--- config.mk ---
export PLATFORM = sky130hd
export DESIGN_NAME = alu_issue
export DESIGN_NICKNAME = d
export VERILOG_FILES = /design/src/rtl/alu_issue.sv
export SDC_FILE = /design/constraint.sdc
export NUM_CORES = 1
export LEC_CHECK = 0
export ABC_AREA = 1
export BUFFER_PORTS_ARGS = -buffer_cell sky130_fd_sc_hd__buf_2
export CORE_UTILIZATION = 45
export DETAILED_ROUTE_END_ITERATION = 8
export PLACE_DENSITY_LB_ADDON = 0.08
export SLEW_MARGIN = 20
export SYNTH_ARGS = -nofsm -noshare
export SYNTH_HDL_FRONTEND = slang
export SYNTH_SLANG_ARGS = --single-unit
--- constraint.sdc ---
create_clock -name clk_i -period 1.7 [get_ports clk_i]
set_input_delay 0.085 -clock clk_i [delete_from_list [all_inputs] [get_ports clk_i]]
set_output_delay 0.085 -clock clk_i [all_outputs]
set_load 0.005 [all_outputs]
--- src/rtl/alu_issue.sv ---
// ALU issue stage: operand forwarding, load-use stall and ALU control decode.
// Registered valid/ready handoff into the EX stage.
module alu_issue #(
    parameter int XLen = 32,
    parameter int NOps = 5,
    localparam int NOpsWidth = $clog2(NOps)
) (
    input  logic                 clk_i,
    input  logic                 rst_ni,
    input  logic                 valid_i,
    output logic                 ready_o,
    input  logic [4:0]           rs1_addr_i,
    input  logic [4:0]           rs2_addr_i,
    input  logic [4:0]           rd_addr_i,
    input  logic [XLen-1:0]      rs1_data_i,
    input  logic [XLen-1:0]      rs2_data_i,
    input  logic [XLen-1:0]      imm_i,
    input  logic                 alu_src_i,
    input  logic [1:0]           alu_op_i,
    input  logic [2:0]           funct3_i,
    input  logic                 funct7b5_i,
    input  logic                 op5_i,
    input  logic                 mem_valid_i,
    input  logic                 mem_load_i,
    input  logic [4:0]           mem_rd_i,
    input  logic [XLen-1:0]      mem_data_i,
    input  logic                 wb_valid_i,
    input  logic [4:0]           wb_rd_i,
    input  logic [XLen-1:0]      wb_data_i,
    input  logic                 flush_i,
    output logic                 valid_o,
    input  logic                 ready_i,
    output logic [XLen-1:0]      a_o,
    output logic [XLen-1:0]      b_o,
    output logic [NOpsWidth-1:0] alu_control_o,
    output logic [4:0]           rd_addr_o
);

    logic                 hazard;
    logic                 accept;
    logic                 mem_rs1, mem_rs2;
    logic                 wb_rs1, wb_rs2;
    logic [XLen-1:0]      fwd_a, fwd_b;
    logic [2:0]           ctrl;

    assign mem_rs1 = mem_valid_i && (mem_rd_i != 5'd0) && (mem_rd_i == rs1_addr_i);
    assign mem_rs2 = mem_valid_i && (mem_rd_i != 5'd0) && (mem_rd_i == rs2_addr_i);
    assign wb_rs1  = wb_valid_i && (wb_rd_i != 5'd0) && (wb_rd_i == rs1_addr_i);
    assign wb_rs2  = wb_valid_i && (wb_rd_i != 5'd0) && (wb_rd_i == rs2_addr_i);

    // A load result is not yet available in MEM, so any consumer must wait.
    assign hazard = valid_i && mem_load_i && (mem_rs1 || (mem_rs2 && !alu_src_i));

    assign ready_o = (!valid_o || ready_i) && !hazard && !flush_i;
    assign accept  = valid_i && ready_o && !flush_i;

    always_comb begin
        fwd_a = rs1_data_i;
        if (mem_rs1) begin
            fwd_a = mem_data_i;
        end else if (wb_rs1) begin
            fwd_a = wb_data_i;
        end
    end

    always_comb begin
        fwd_b = rs2_data_i;
        if (alu_src_i) begin
            fwd_b = imm_i;
        end else if (mem_rs2) begin
            fwd_b = mem_data_i;
        end else if (wb_rs2) begin
            fwd_b = wb_data_i;
        end
    end

    always_comb begin
        ctrl = 3'b000;
        unique case (alu_op_i)
            2'b00: ctrl = 3'b000;
            2'b01: ctrl = 3'b001;
            2'b10: begin
                unique case (funct3_i)
                    3'b000:  ctrl = (funct7b5_i && op5_i) ? 3'b001 : 3'b000;
                    3'b010:  ctrl = 3'b101;
                    3'b110:  ctrl = 3'b011;
                    3'b111:  ctrl = 3'b010;
                    default: ctrl = 3'b000;
                endcase
            end
            default: ctrl = 3'b000;
        endcase
    end

    always_ff @(posedge clk_i or negedge rst_ni) begin
        if (!rst_ni) begin
            valid_o <= 1'b0;
        end else if (flush_i) begin
            valid_o <= 1'b0;
        end else if (accept) begin
            valid_o <= 1'b1;
        end else if (ready_i) begin
            valid_o <= 1'b0;
        end
    end

    always_ff @(posedge clk_i or negedge rst_ni) begin
        if (!rst_ni) begin
            a_o           <= '0;
            b_o           <= '0;
            alu_control_o <= '0;
            rd_addr_o     <= '0;
        end else if (accept) begin
            a_o           <= fwd_a;
            b_o           <= fwd_b;
            alu_control_o <= NOpsWidth'(ctrl);
            rd_addr_o     <= rd_addr_i;
        end
    end

endmodule

==> flow_summary.ini <==
[cts]
cts_buffers = 9
worstSkewPairLatency_ns = 0.34
cts_tree = built
ctsHoldBuffers = 8
ctsHtreeMaxLevel = 3
cts-root-buf = clkbuf_16
post_cts_resized = 0
clock-sinks = 73
clkSlewWorstSetupHoldPaths_ns = 0.07
cts_setup_buffers = 0
cts.path.max_buffers = 2

[grt]
globalRouteOverflowTotal = 0
grt_max_degree = 74
track_usage = 0.329
grt_pass1_wl_microns = 33200
grt_pass1_vias = 6698
antenna_found_initial = 0

[die]
io_pins = 275
num_rows = 40
start_util = 0.465
fp.dieH_microns = 114
design.core.area_sq_um = 12100
die-area_sq_um = 12900
die_w_microns = 114

[layout]
final_area_sq_um = 7740
drive_gt1_frac = 0.280
utilization = 0.642
mostFrequentLayoutCell = nand2_1
nFillCells = 1203
num_antenna_cells = 0
layout_common_cells = nand2_1 (355), buf_2 (273), inv_1 (140)
nNetsFinal = 1411
areaGrowthSynthToFinish_pct = 38.2

[logic_synthesis]
ys_ff_latch = 73
synth_xor_area_frac = 0.0281
synthSimpleGateAreaFrac = 0.433
synth_fa_ha_area_frac = 0.00447
synth_area_leaders = dfrtp_1 (33%), nand2_1 (24%), inv_1 (9.4%), nand4_1 (7.3%), nand3_1 (6.3%)
syn_avg_cell_area_sq_um = 5.97
synthMuxAreaShare = 0
synth_nets = 1142
syn_area_sq_um = 5600
synth.top_cell.area_share = 0.326
syn-instance-count = 939
ys_types = 23
synth_compound_area_frac = 0.0645
ys_seq_area_frac = 0.326
ys.warnings.count = 0
yosysTopAreaCell = dfrtp_1
synth_top_family_by_area = simple AND/OR/NAND/NOR gates

[place]
dpl.hpwl_microns = 15500
placed_area_sq_um = 7340
portBuffers = 274
globalplace.congestion = 0.937

[worst_setup_path]
critPathTopFamily = flip-flops
worstPathRequired_ns = 1.62
cp.arrival_ns = 1.39
crit_buf_inv = 3
start_kind = flip-flop
critPathLaunch = valid_o$_DFFE_PN0P_
rr_startpoint = valid_o$_DFFE_PN0P_
end_kind = output port
ff2ff_path_depth = 7
cpMaxStageDelayCell = dfrtp_1
worst-path-max-fanout = 3
crit_type = flip-flop to output port
reg2reg_to = b_o[22]$_DFFE_PN0P_
r2r_slack_ns = 0.25
cp_slowest_stage_delay_ns = 0.40
path_cells = a21oi_1, buf_4, nand2_1, inv_1, buf_2

[timing]
finalCriticalPeriod_ns = 1.48
relSlewSlack = 0.716
hold_viol = 0
setup-violations-final = 0
skew_ns = 0.00588
timing.final.crit_share = 0.869
final.setup.tns_ns = 0
rsz0062_at_grt = no
worstMarginPinSlew_ns = 0.426
slew_viol_final = 0
whs_ns = 0.0318
fmax_mhz = 677

[routing]
via_per_inst = 5.08
drt-pass1-iter-count = 5
wire_per_inst_microns = 15.1
vias = 7012
remaining_drc_errors = 0
first_iter_violations = 702
detail-route-antenna-nets = 0
routed_wl_microns = 20800

[worst_hold_path]
hold_start = funct3_i[2]
hp-class = input port to flip-flop
min_to = alu_control_o[1]$_DFFE_PN0P_
hold_depth = 3

[power_and_ir_drop]
ir_drop_mv = 0.594
leakage_uw = 0.00483
finalPower_uw = 6040
powerDensity_nw_per_um2 = 781

[job]
maxCapViolations = 0

[outcome]
outcome = complete, no violations
-- per-stage QoR --
step,cells,worst slack (ns)
2_1_floorplan,939,0.405
3_3_place_gp,1357,0.114
3_5_place_dp,1357,0.110
4_1_cts,1381,0.211
5_1_grt,1381,0.114
6_report,1381,0.223
-- worst min-delay path: cells and delay by family --
family / cells / cell delay [ns]
buffers and inverters: 1 / 0.11
AO/OA/AOI/OAI: 1 / 0.08
AND/OR/NAND/NOR: 1 / 0.06
-- cell type report --
class / count / area (sq um) / share of cell area
multi-input combinational: 662 / 3020 / 0.390
sequential: 73 / 1830 / 0.236
timing repair buffer: 320 / 1830 / 0.236
inverter: 142 / 533 / 0.0688
clock buffer: 9 / 225 / 0.0291
tap: 168 / 210 / 0.0271
clock inverter: 7 / 103 / 0.0132
-- logic make-up (layout without fill, tap and decap cells) --
family,count (synthesis),after routing
simple gates,571,571
buf+inv,204,478
flops,73,73
compound gates,71,71
xor+xnor,18,18
fa+ha+maj,2,2
-- power by group --
group / total (uW) / leakage, uW / internal [uW] / switching, uW
Sequential: 2190 / 0.000904 / 2020 / 171
Combinational: 1720 / 0.00377 / 751 / 967
Clock: 2130 / 0.000157 / 1300 / 833
Total: 6040 / 0.00483 / 4070 / 1970
-- Yosys cell counts, drive strengths merged --
cell type  instances
nand3             71
a21oi             65
xor2              11
o21ai              4
buf               29
a31o               1
nand4             65
nand3b             2
clkbuf            33
a22oi              1
xnor2              7
nor2              77
nand2            355
dfrtp             73
nor3b              1
inv              142
ha                 2
-- per-layer routing --
layer,up-vias,track usage,share of wire
li1,3456,-,-
met1,3118,0.423,0.42
met2,386,0.539,0.46
met3,52,0.0569,0.087
met4,0,0.154,0.034
met5,-,0,0
-- registers in the layout, summed over array words and instances, names as in the netlist --
name / cells
rd_addr_o: 5
alu_control_o: 3
b_o: 32
valid_o: 1
a_o: 32
-- worst max path at each step --
stage | endpoint | slack, ns | cells after the start
after detailed placement | b_o[1]$_DFFE_PN0P_ | 0.11 | 12
after global placement | b_o[4]$_DFFE_PN0P_ | 0.11 | 12
after CTS | ready_o | 0.21 | 5
final | ready_o | 0.22 | 5
after floorplan | a_o[25]$_DFFE_PN0P_ | 0.41 | 11
after global routing | a_o[31]$_DFFE_PN0P_ | 0.11 | 7
(Power assumes the default switching activity.)
